**src/rtl/req_encoder_rr.sv**
```systemverilog
// ---------------------------------------------------------------------------
// req_encoder_rr
//
// Registered request encoder with three run-time selectable arbitration
// modes.  An N_REQ-bit request vector is reduced to a 1-based grant code
// (0 = no grant) one clock after it is sampled.
//
//   MODE 00 / 11 : fixed priority, highest set index wins
//   MODE 01      : strict one-hot; multi-hot inputs raise OUT_ERR and bump
//                  a saturating error counter while the code holds
//   MODE 10      : round-robin, search starts at the rotating pointer
//
// Ports
//   CLK          clock, all state updates on the rising edge
//   RST_N        asynchronous active-low reset
//   EN           encode enable; low holds code, pointer and counter
//   MODE[1:0]    arbitration mode, sampled every cycle
//   CLR_ERR      synchronous clear of OUT_ERR_CNT (honoured even when EN=0)
//   IN_REQ       request vector, bit i = request i
//   OUT_CODE     registered grant code, i+1 for request i, 0 for none
//   OUT_VALID    one-cycle pulse per accepted grant
//   OUT_ERR      one-cycle pulse on a multi-hot request in strict mode
//   OUT_ERR_CNT  saturating count of OUT_ERR events
//
// Parameters
//   N_REQ   number of requesters, 2..15
//   CODE_W  grant code width, 2**CODE_W must exceed N_REQ
//   ERR_W   error counter width
// ---------------------------------------------------------------------------
module req_encoder_rr #(
    parameter int unsigned N_REQ  = 4,
    parameter int unsigned CODE_W = 3,
    parameter int unsigned ERR_W  = 8
) (
    input  logic              CLK,
    input  logic              RST_N,
    input  logic              EN,
    input  logic [1:0]        MODE,
    input  logic              CLR_ERR,
    input  logic [N_REQ-1:0]  IN_REQ,
    output logic [CODE_W-1:0] OUT_CODE,
    output logic              OUT_VALID,
    output logic              OUT_ERR,
    output logic [ERR_W-1:0]  OUT_ERR_CNT
);

    typedef enum logic [1:0] {
        MODE_FIXED     = 2'b00,
        MODE_STRICT    = 2'b01,
        MODE_RR        = 2'b10,
        MODE_FIXED_ALT = 2'b11
    } mode_e;

    mode_e mode;
    assign mode = mode_e'(MODE);

    // Round-robin pointer; always kept in 0..N_REQ-1.
    logic [CODE_W-1:0] ptr_q;

    // -----------------------------------------------------------------------
    // Fixed priority: highest set index. Also serves as the index in strict
    // mode, where a legal request has exactly one bit set.
    // -----------------------------------------------------------------------
    logic              fp_hit;
    logic [CODE_W-1:0] fp_idx;

    always_comb begin
        fp_hit = 1'b0;
        fp_idx = '0;
        for (int unsigned i = 0; i < N_REQ; i++) begin
            if (IN_REQ[i]) begin
                fp_hit = 1'b1;
                fp_idx = CODE_W'(i);
            end
        end
    end

    // -----------------------------------------------------------------------
    // Strict one-hot classification: clearing the lowest set bit leaves a
    // non-zero vector only when two or more bits were set.
    // -----------------------------------------------------------------------
    logic oh_any;
    logic oh_multi;

    assign oh_any   = |IN_REQ;
    assign oh_multi = (IN_REQ & (IN_REQ - {{(N_REQ-1){1'b0}}, 1'b1})) != '0;

    // -----------------------------------------------------------------------
    // Round-robin: rotate the request vector right by the pointer so the
    // search always starts at bit 0, find the lowest set bit, then map the
    // offset back to an absolute index modulo N_REQ.
    // -----------------------------------------------------------------------
    logic [2*N_REQ-1:0] req_dbl;
    logic [N_REQ-1:0]   req_rot;
    logic               rr_hit;
    logic [CODE_W-1:0]  rr_idx;
    logic [CODE_W-1:0]  rr_ptr_nxt;
    int unsigned        rr_off;
    int unsigned        rr_abs;

    assign req_dbl = {IN_REQ, IN_REQ} >> ptr_q;
    assign req_rot = req_dbl[N_REQ-1:0];

    always_comb begin
        rr_hit = 1'b0;
        rr_off = 0;
        for (int unsigned k = 0; k < N_REQ; k++) begin
            if (req_rot[k] && !rr_hit) begin
                rr_hit = 1'b1;
                rr_off = k;
            end
        end
        rr_abs = 32'(ptr_q) + rr_off;
        if (rr_abs >= N_REQ) begin
            rr_abs = rr_abs - N_REQ;
        end
        rr_idx = CODE_W'(rr_abs);
        if (rr_idx == CODE_W'(N_REQ - 1)) begin
            rr_ptr_nxt = '0;
        end else begin
            rr_ptr_nxt = rr_idx + 1'b1;
        end
    end

    // -----------------------------------------------------------------------
    // Next-state for code / valid / error / pointer
    // -----------------------------------------------------------------------
    logic [CODE_W-1:0] code_d;
    logic              valid_d;
    logic              err_d;
    logic [CODE_W-1:0] ptr_d;

    always_comb begin
        code_d  = OUT_CODE;
        valid_d = 1'b0;
        err_d   = 1'b0;
        ptr_d   = ptr_q;
        if (EN) begin
            unique case (mode)
                MODE_STRICT: begin
                    if (oh_multi) begin
                        err_d = 1'b1;
                    end else if (oh_any) begin
                        code_d  = fp_idx + 1'b1;
                        valid_d = 1'b1;
                    end
                end
                MODE_RR: begin
                    if (rr_hit) begin
                        code_d  = rr_idx + 1'b1;
                        valid_d = 1'b1;
                        ptr_d   = rr_ptr_nxt;
                    end else begin
                        code_d = '0;
                    end
                end
                MODE_FIXED, MODE_FIXED_ALT: begin
                    if (fp_hit) begin
                        code_d  = fp_idx + 1'b1;
                        valid_d = 1'b1;
                    end else begin
                        code_d = '0;
                    end
                end
                default: begin
                    code_d = OUT_CODE;
                end
            endcase
        end
    end

    always_ff @(posedge CLK or negedge RST_N) begin
        if (!RST_N) begin
            OUT_CODE  <= '0;
            OUT_VALID <= 1'b0;
            OUT_ERR   <= 1'b0;
            ptr_q     <= '0;
        end else begin
            OUT_CODE  <= code_d;
            OUT_VALID <= valid_d;
            OUT_ERR   <= err_d;
            ptr_q     <= ptr_d;
        end
    end

    // -----------------------------------------------------------------------
    // Saturating error counter; a clear on the same edge as an error wins.
    // -----------------------------------------------------------------------
    always_ff @(posedge CLK or negedge RST_N) begin
        if (!RST_N) begin
            OUT_ERR_CNT <= '0;
        end else if (CLR_ERR) begin
            OUT_ERR_CNT <= '0;
        end else if (err_d && (OUT_ERR_CNT != '1)) begin
            OUT_ERR_CNT <= OUT_ERR_CNT + 1'b1;
        end
    end

endmodule

```
**config.mk**
```make
export PLATFORM = sky130hd
export DESIGN_NAME = req_encoder_rr
export DESIGN_NICKNAME = d
export VERILOG_FILES = /design/src/rtl/req_encoder_rr.sv
export SDC_FILE = /design/constraint.sdc
export NUM_CORES = 1
export LEC_CHECK = 0
export ABC_AREA = 1
export CAP_MARGIN = 20
export CORE_ASPECT_RATIO = 1.4
export CORE_UTILIZATION = 46
export DETAILED_ROUTE_END_ITERATION = 10
export GPL_TIMING_DRIVEN = 0
export PLACE_DENSITY = 0.73
export SLEW_MARGIN = 20
export SYNTH_ARGS = -nofsm -noshare
export SYNTH_HDL_FRONTEND = slang
export SYNTH_SLANG_ARGS = --single-unit
```
**constraint.sdc**
```tcl
create_clock -name CLK -period 2.5 [get_ports CLK]
set_clock_uncertainty 0.2 [all_clocks]
set_input_delay 0.5 -clock CLK [delete_from_list [all_inputs] [get_ports CLK]]
set_output_delay 0.5 -clock CLK [all_outputs]
set_load 0.01 [all_outputs]
```
==> flow_summary.rst, run 1 <==
.. list-table::
   :header-rows: 1

   * - Metric
     - Value
   * - Stage delay of the slowest cell on the critical path
     - 0.49 ns
   * - Max Buffers Root-to-Sink
     - 2
   * - Total Die Area
     - between 2000 and 3000 µm²
   * - Number of placement rows
     - 21
   * - Distinct cell type count of the synthesized netlist
     - 24
   * - TritonCTS clock tree
     - built
   * - Critical path class
     - reg2reg
   * - Average wire per cell in the routed design
     - between 10 and 15 µm
   * - # diodes
     - 0
   * - Top cell types by occurrence after synthesis
     - sky130_fd_sc_hd__nand2_1 (41), sky130_fd_sc_hd__inv_1 (21), sky130_fd_sc_hd__nand3_1 (21)
   * - Clock-pin transition on the worst setup and hold timing paths
     - roughly 0.080 ns
   * - Leakage power total
     - approximately 0.78 nW
   * - Final core utilization
     - a little under 70%
   * - Arrival time at the worst endpoint
     - about 2.8 ns
   * - Number of hold buffers added after cts
     - 0
   * - Width of the die
     - 45.5 µm
   * - Die Height
     - 62.9 µm
   * - Cell seen most often among critical-path stages
     - sky130_fd_sc_hd__inv_2
   * - Summed area of non-filler cells in the final layout
     - 1660 µm²
   * - Share of the yosys chip area belonging to registers
     - 32.9%
   * - Register bit count reported by yosys
     - 16
   * - Cell at the root of the clock tree
     - sky130_fd_sc_hd__clkbuf_4
   * - CP required
     - roughly 2.5 ns
   * - Total GRT Usage
     - 21.9%
   * - Final setup violation count
     - 5
   * - Drt first-iter violations
     - 20
   * - Layout overhead on the synthesized area
     - 36.2%
   * - Slowest cell on the critical path
     - sky130_fd_sc_hd__fa_1
   * - Maximum fanout encountered on the critical timing path
     - 6
   * - Ratio of routed vias to standard cells
     - just over 5
   * - Post-place instance area
     - approximately 1500 µm²
   * - Final max-slew violation count
     - 0
   * - Most common flop cell mapped by yosys
     - sky130_fd_sc_hd__dfrtp_1
   * - Max_cap viols
     - 0
   * - Deepest level of the CTS H-tree
     - 1
   * - IO Count
     - 23
   * - Fraction of final layout cells sized beyond drive strength 1
     - 28.0%
   * - Instance count of the mapped netlist
     - 170
   * - First-pass iteration count of the detailed router
     - 4
   * - Remaining global-route overflow
     - 0
   * - Share of the clock period used by the worst path
     - 110%
   * - Failing checks
     - negative setup slack
   * - Peak ir drop on the vdd network
     - 0.603 mV
   * - TNS Setup
     - -0.812 ns
   * - Kind of launch point of the worst setup path
     - flip-flop
   * - Final GP Congestion
     - 0.788
   * - First-pass GRT wire length
     - ~4800 µm
   * - Leading cell type by number of instances after synthesis
     - sky130_fd_sc_hd__nand2_1
   * - Power Density
     - about 800 nW/µm²
   * - Placed wire-length estimate after detailed placement
     - between 2000 and 2500 µm
   * - Max transition margin
     - between 50 and 60%
   * - Result of the run
     - complete, but fails checks
   * - Number of buffers added by the clock tree synthesis step
     - 3
   * - Antenna viol nets, final
     - 0
   * - Total via count after detailed routing
     - approximately 1,200
   * - Initial core utilization
     - 49.9%
   * - CORE AREA
     - roughly 2400 µm²
   * - Final wirelength
     - 2710 µm
   * - Ys async rst share
     - 100%
   * - Top post-synthesis cells by area
     - sky130_fd_sc_hd__dfrtp_1 (33%), sky130_fd_sc_hd__nand2_1 (13%), sky130_fd_sc_hd__ha_1 (9.2%), sky130_fd_sc_hd__nand3_1 (8.6%), sky130_fd_sc_hd__inv_1 (6.5%)
   * - Crit path max-delay family
     - adder cells
   * - Fin nets
     - ~220
   * - Time the final worst path needs with I/O delays and setup
     - ~2.7 ns
   * - Number of global-route vias before repair
     - roughly 1,200
   * - Minimum setup slack in the final design
     - -0.246 ns
   * - Post-route DRC
     - 0
   * - Share of the synthesized area in the top cell type
     - between 30% and 40%
   * - Average size of a mapped cell
     - just over 7 µm²
   * - Total of buffers placed on input and output ports
     - 22
   * - Number of hold violations in the final report
     - 0
   * - Maximum number of pins on one net before global-route repair
     - 17
   * - Worst setup EP type
     - flip-flop
   * - Number of enable flip-flop cells after synthesis
     - 0
   * - Tightest Pin Transition
     - approximately 0.69 ns
   * - Clock network latency to the later pin of the worst-skew pair
     - approximately 0.27 ns
   * - Cells along the critical path
     - inv_4 -> nand2_2 -> nand2_1 -> nand2_1 -> nand2_2 -> a21boi_2 -> ha_2 -> inv_2 -> fa_1 -> inv_2 -> ha_4 -> inv_2 -> ha_4 -> nor2_1 -> nand3_1 -> a21oi_1
   * - Clk sink count
     - 16
   * - FMAX
     - 0.364 GHz
   * - Post-Syn Nets
     - 190
   * - Largest area contributor in the netlist
     - sky130_fd_sc_hd__dfrtp_1
   * - Setup repair after global routing missed its margin
     - yes
   * - Warnings, synthesis
     - 0
   * - Min-Delay Path Class
     - reg2reg
   * - Netlist area before placement
     - approximately 1200 µm²
   * - Initial antenna violation count
     - 0
   * - Buffering stage count on the worst path with inverters included
     - 4
metal layers:
layer / up-vias / share of wire, % / wire length (µm) / global-route usage (%)
met5: - / 0 / 0 / 0
met4: 0 / 1.9 / 51 / 12.5
met3: 4 / 2.4 / 64 / 1.16
met2: 30 / 57 / 1550 / 40.7
met1: 564 / 39 / 1050 / 22.2
li1: 606 / - / - / -
flip-flops by register name, indices dropped and copies added, names as in the netlist:
signal	count
ptr_q	3
OUT_VALID	1
OUT_CODE	3
OUT_ERR	1
OUT_ERR_CNT	8
repair_timing:
| item | in CTS | in global routing |
|---|---|---|
| pin swaps | 5 | 14 |
| buffers inserted | 3 | 2 |
| resized for setup | 18 | 16 |
| endpoints found under the setup margin | 5 | 5 |
cells in the final DEF, fill, tap and decap left out, drive strengths merged:
| cell | Yosys | final |
|---|---|---|
| o21ai | 4 | 4 |
| a21oi | 13 | 13 |
| buf | 1 | 6 |
| ha | 9 | 9 |
| clkbuf | 0 | 3 |
| clkdlybuf4s50 | 0 | 18 |
| nand2 | 47 | 47 |
| dfrtp | 16 | 16 |
| xor2 | 3 | 3 |
| nand4 | 4 | 4 |
| clkdlybuf4s15 | 0 | 4 |
| or2 | 1 | 1 |
| fa | 1 | 1 |
| a21boi | 1 | 1 |
| nand3 | 22 | 22 |
| inv | 26 | 26 |
| o21bai | 1 | 1 |
| nor2 | 21 | 21 |
cells by family (layout without fill, tap and decap cells):
| logic type | count (synthesis) | count (layout) | share of synthesized area, % |
|---|---|---|---|
| AOI/OAI and AO/OA | 19 | 19 | 9.45 |
| and+or+nand+nor | 95 | 95 | 36.2 |
| DFF | 16 | 16 | 32.9 |
| buffers and inverters | 27 | 57 | 8.42 |
| adders and majority gates | 10 | 10 | 10.9 |
| xor gates and xnor gates | 3 | 3 | 2.16 |
tightest hold or removal path: cells and delay by family, from the launching register on:
kind / cells / cell delay (ns)
flops: 1 / 0.35
simple gates: 2 / 0.13
final timing paths:
| check | cells past startpoint | from | slack [ns] | end |
|---|---|---|---|---|
| setup / recovery | 16 | ptr_q[0] | -0.25 | OUT_CODE[2] |
| hold / removal | 2 | ptr_q[2] | 0.32 | ptr_q[2] |
| setup reg to reg | 16 | ptr_q[0] | -0.25 | OUT_CODE[2] |
| hold reg to reg | 2 | ptr_q[2] | 0.32 | ptr_q[2] |
| max in group asynchronous | 1 | RST_N | 1.19 | ptr_q[1] |
| min in group asynchronous | 1 | RST_N | 0.44 | OUT_ERR_CNT[1] |
per-stage QoR:
step | total power, mW | hold WS [ns] | std cells | setup WS [ns]
floorplan | 0.789 | 0.00441 | 170 | -0.0997
global route | 1.46 | 0.375 | 234 | -0.387
global placement | 0.930 | 0.265 | 226 | -0.819
CTS | 1.19 | 0.307 | 232 | -0.283
finish | 1.35 | 0.316 | 234 | -0.246
detailed placement | 0.965 | 0.282 | 226 | -0.896
area by class of cell:
| type | instances | area [µm²] |
|---|---|---|
| plain buffers | 1 | 5.00 |
| flip-flops and latches | 16 | 403 |
| inverters | 26 | 105 |
| multi-input cells | 127 | 823 |
| well taps | 34 | 42.5 |
| fillers | 218 | 783 |
| repair buffers | 27 | 259 |
| clock buffers | 3 | 22.5 |
power by group:
group	internal (mW)	leakage, nW	switching, mW
clock network	0.0557	0.0138	0.0709
logic	0.403	0.555	0.486
registers	0.292	0.209	0.0391
(Power assumes the default switching activity.)
==> inputs of run 2 (changes only) <==
- CORE_ASPECT_RATIO: 1.4 -> 0.9
==> run 2 against run 1 <==
Against the previous run: the flow still finishes with violations (negative setup slack); critical path type is now in2reg; cell area grew 0.53%; critical path depth fell by 1; core utilization fell by 0.88 points.
==> flow_summary.rst, run 2 (same netlist as run 1, synthesis figures left out) <==
.. list-table::
   :header-rows: 1

   * - Metric
     - Value
   * - Slowest cell on the critical path
     - sky130_fd_sc_hd__fa_1 (unchanged)
   * - Cells along the critical path
     - clkdlybuf4s15_1 -> nand2_1 -> nand3_2 -> nand4_1 -> a21boi_2 -> ha_2 -> inv_2 -> fa_1 -> inv_2 -> ha_4 -> inv_4 -> ha_4 -> nor2_2 -> nand3_1 -> a21oi_2 (was inv_4 -> nand2_2 -> nand2_1 -> nand2_1 -> nand2_2 -> a21boi_2 -> ha_2 -> inv_2 -> fa_1 -> inv_2 -> ha_4 -> inv_2 -> ha_4 -> nor2_1 -> nand3_1 -> a21oi_1)
   * - Initial core utilization
     - 49.0% (was 49.9%)
   * - Result of the run
     - complete, but fails checks (unchanged)
   * - Drt first-iter violations
     - 44 (was 20)
   * - Worst setup EP type
     - flip-flop (unchanged)
   * - Register share of total power
     - 23.1% (was 24.6%)
   * - Setup slack of the worst register-to-register path
     - -0.28 ns (was -0.25 ns)
   * - Clock network latency to the later pin of the worst-skew pair
     - 0.28 ns (was 0.27 ns)
   * - Final setup violation count
     - 5 (unchanged)
   * - Clk sink count
     - 16 (unchanged)
   * - Critical Path Sink
     - OUT_CODE[2] (unchanged)
   * - Die Height
     - 50.8 µm (was 62.9 µm)
   * - Deepest level of the CTS H-tree
     - 1 (unchanged)
   * - Leakage power total
     - 0.785 nW (was 0.778 nW)
   * - FMAX
     - 0.356 GHz (was 0.364 GHz)
   * - Failing checks
     - negative setup slack (unchanged)
   * - Maximum number of pins on one net before global-route repair
     - 17 (unchanged)
   * - Min-Delay Path Class
     - reg2reg (unchanged)
   * - Number of placement rows
     - 17 (was 21)
   * - Minimum setup slack in the final design
     - -0.311 ns (was -0.246 ns)
   * - Final max-slew violation count
     - 0 (unchanged)
   * - Register with the highest flop count
     - OUT_ERR_CNT (unchanged)
   * - Max transition margin
     - 52.5% (was 54.1%)
   * - Cell at the root of the clock tree
     - sky130_fd_sc_hd__clkbuf_4 (unchanged)
   * - Stage delay of the slowest cell on the critical path
     - 0.50 ns (was 0.49 ns)
   * - Sequential cell area
     - 403 µm² (unchanged)
   * - Ratio of routed vias to standard cells
     - 5.22 (was 5.15)
   * - Capturing point of the worst reg2reg path
     - OUT_CODE[2] (unchanged)
   * - Layout overhead on the synthesized area
     - 37.0% (was 36.2%)
   * - Number of global-route vias before repair
     - 1,202 (was 1,241)
   * - Cell depth of the worst setup path
     - 15 (was 16)
   * - Summed area of non-filler cells in the final layout
     - 1670 µm² (was 1660 µm²)
   * - Kind of launch point of the worst setup path
     - primary input (was flip-flop)
   * - Power Density
     - 857 nW/µm² (was 811 nW/µm²)
   * - Max_cap viols
     - 0 (unchanged)
   * - Filler Cell Count
     - 203 (was 218)
   * - Antenna viol nets, final
     - 0 (unchanged)
   * - Setup repair after global routing missed its margin
     - yes (unchanged)
   * - Worst Setup Slack post-DPL
     - -0.860 ns (was -0.896 ns)
   * - Most frequent standard cell in the layout excluding fill and tap cells
     - sky130_fd_sc_hd__nand2_1 (unchanged)
   * - First-pass iteration count of the detailed router
     - 4 (unchanged)
   * - Net switching power
     - 0.634 mW (was 0.596 mW)
   * - Fin nets
     - 223 (was 222)
   * - Time the final worst path needs with I/O delays and setup
     - 2.81 ns (was 2.75 ns)
   * - Number of hold violations in the final report
     - 0 (unchanged)
   * - Share of the clock period used by the worst path
     - 112% (was 110%)
   * - Post-layout total power
     - 1.43 mW (was 1.35 mW)
   * - Final core utilization
     - 67.1% (was 67.9%)
   * - Clock network fraction of total power
     - 9.0% (was 9.4%)
   * - Clock-pin transition on the worst setup and hold timing paths
     - 0.08 ns (about the same)
   * - Beginning of the worst register-to-register path
     - ptr_q[0] (unchanged)
   * - Width of the die
     - 56.3 µm (was 45.5 µm)
   * - Multi-input logic area
     - 828 µm² (was 823 µm²)
   * - Worst setup path start
     - IN_REQ[2] (was ptr_q[0])
   * - Initial antenna violation count
     - 0 (unchanged)
   * - Top flop regs
     - OUT_ERR_CNT x8, OUT_CODE x3, ptr_q x3 (unchanged)
   * - Combinational cell fraction of total power
     - 67.9% (was 66.0%)
   * - Final wirelength
     - 3020 µm (was 2710 µm)
   * - Crit path max-delay family
     - adder cells (unchanged)
   * - Total GRT Usage
     - 23.1% (was 21.9%)
   * - Peak ir drop on the vdd network
     - 0.717 mV (was 0.603 mV)
   * - TritonCTS clock tree
     - built (unchanged)
   * - Buffering stage count on the worst path with inverters included
     - 4 (unchanged)
   * - Final GP Congestion
     - 0.846 (was 0.788)
   * - Number of flip-flops under the largest register name
     - 8 (unchanged)
   * - Total via count after detailed routing
     - 1,196 (was 1,204)
   * - Cell internal power dissipation
     - 0.796 mW (was 0.750 mW)
   * - Critical path class
     - in2reg (was reg2reg)
   * - First-pass GRT wire length
     - 5160 µm (was 4750 µm)
   * - Number of hold buffers added after cts
     - 0 (unchanged)
   * - Post-route DRC
     - 0 (unchanged)
   * - Fraction of final layout cells sized beyond drive strength 1
     - 30.8% (was 28.0%)
   * - IO Count
     - 23 (unchanged)
   * - CP required
     - 2.52 ns (was 2.50 ns)
   * - Remaining global-route overflow
     - 0 (unchanged)
   * - Top library cells by usage in the layout, fill and taps aside
     - sky130_fd_sc_hd__nand2_1 (35), sky130_fd_sc_hd__clkdlybuf4s50_1 (18), sky130_fd_sc_hd__inv_1 (15), sky130_fd_sc_hd__nand3_1 (15) (was sky130_fd_sc_hd__nand2_1 (35), sky130_fd_sc_hd__clkdlybuf4s50_1 (18), sky130_fd_sc_hd__nand3_1 (17), sky130_fd_sc_hd__nor2_1 (16), sky130_fd_sc_hd__inv_1 (15))
   * - Tightest Pin Transition
     - 0.711 ns (was 0.686 ns)
   * - Arrival time at the worst endpoint
     - 2.83 ns (was 2.75 ns)
   * - Total Die Area
     - 2860 µm² (about the same)
   * - Number of buffers added by the clock tree synthesis step
     - 3 (unchanged)
   * - Total of buffers placed on input and output ports
     - 22 (unchanged)
   * - Average wire per cell in the routed design
     - 13.2 µm (was 11.6 µm)
   * - Post-place instance area
     - 1500 µm² (was 1510 µm²)
   * - Max Buffers Root-to-Sink
     - 2 (unchanged)
   * - Maximum fanout encountered on the critical timing path
     - 3 (was 6)
   * - Placed wire-length estimate after detailed placement
     - 2160 µm (was 2170 µm)
   * - CORE AREA
     - 2490 µm² (was 2440 µm²)
   * - Worst reg2reg path depth
     - 16 (unchanged)
   * - Worst hold path startpoint
     - ptr_q[2] (unchanged)
   * - Fraction of power spent switching nets
     - 44.3% (about the same)
   * - # diodes
     - 0 (unchanged)
==> run 2: metal layers <==
layer | share of wire [%] | global-route usage (%) | vias up
li1 | - | - | 609
met1 | 47 | 29.8 | 561
met2 | 48 | 38.3 | 20
met3 | 2.8 | 4.81 | 6
met4 | 1.9 | 9.35 | 0
met5 | 0 | 0 | -
==> run 2: layout make-up <==
class / instances / share of cell area (%)
multi-input cells: 127 / 49.6
flip-flops and latches: 16 / 24.1
repair buffers: 28 / 16.0
inverters: 26 / 6.45
well taps: 28 / 2.10
clock buffers: 3 / 1.35
plain buffers: 1 / 0.300
==> run 2: worst reg2reg max path, stage by stage (launching register included) <==
cell	delay, ns
sky130_fd_sc_hd__dfrtp_2	0.48
sky130_fd_sc_hd__inv_4	0.12
sky130_fd_sc_hd__nand2_4	0.05
sky130_fd_sc_hd__nand2_1	0.06
sky130_fd_sc_hd__nand2_1	0.06
sky130_fd_sc_hd__nand2_2	0.07
sky130_fd_sc_hd__a21boi_2	0.16
sky130_fd_sc_hd__ha_2	0.19
sky130_fd_sc_hd__inv_2	0.04
sky130_fd_sc_hd__fa_1	0.50
sky130_fd_sc_hd__inv_2	0.05
sky130_fd_sc_hd__ha_4	0.16
sky130_fd_sc_hd__inv_4	0.05
sky130_fd_sc_hd__ha_4	0.19
sky130_fd_sc_hd__nor2_2	0.09
sky130_fd_sc_hd__nand3_1	0.09
sky130_fd_sc_hd__a21oi_2	0.14
==> run 2: worst min path at each step <==
stage,to,slack [ns],cells after the start
after floorplan,OUT_CODE[0],0.004,0
final,ptr_q[2],0.30,2
after detailed placement,ptr_q[2],0.27,2
after CTS,ptr_q[2],0.31,2
after global placement,ptr_q[2],0.26,2
after global routing,ptr_q[2],0.33,2
==> run 2: stage by stage <==
stage | cells | setup TNS [ns] | hold WS, ns
2_1_floorplan | 170 | -0.0997 | 0.00441
3_3_place_gp | 220 | -3.58 | 0.261
3_5_place_dp | 220 | -3.71 | 0.275
4_1_cts | 229 | -0.967 | 0.305
5_1_grt | 229 | -1.58 | 0.326
6_report | 229 | -1.12 | 0.304
==> run 2: power groups by stage <==
stage | Sequential, mW | Combinational, mW | Clock, mW
after floorplan | 0.331 | 0.458 | 0
after global placement | 0.330 | 0.601 | 0
after detailed placement | 0.331 | 0.624 | 0
after CTS | 0.326 | 0.842 | 0.132
after global routing | 0.333 | 1.09 | 0.145
final | 0.331 | 0.971 | 0.129
==> run 2: timing repair <==
action | CTS | global route
setup buffers | 6 | 0
gates resized for setup | 26 | 12
endpoints found under the hold margin | 0 | 0
setup endpoints to repair | 5 | 5
pin swaps | 23 | 6
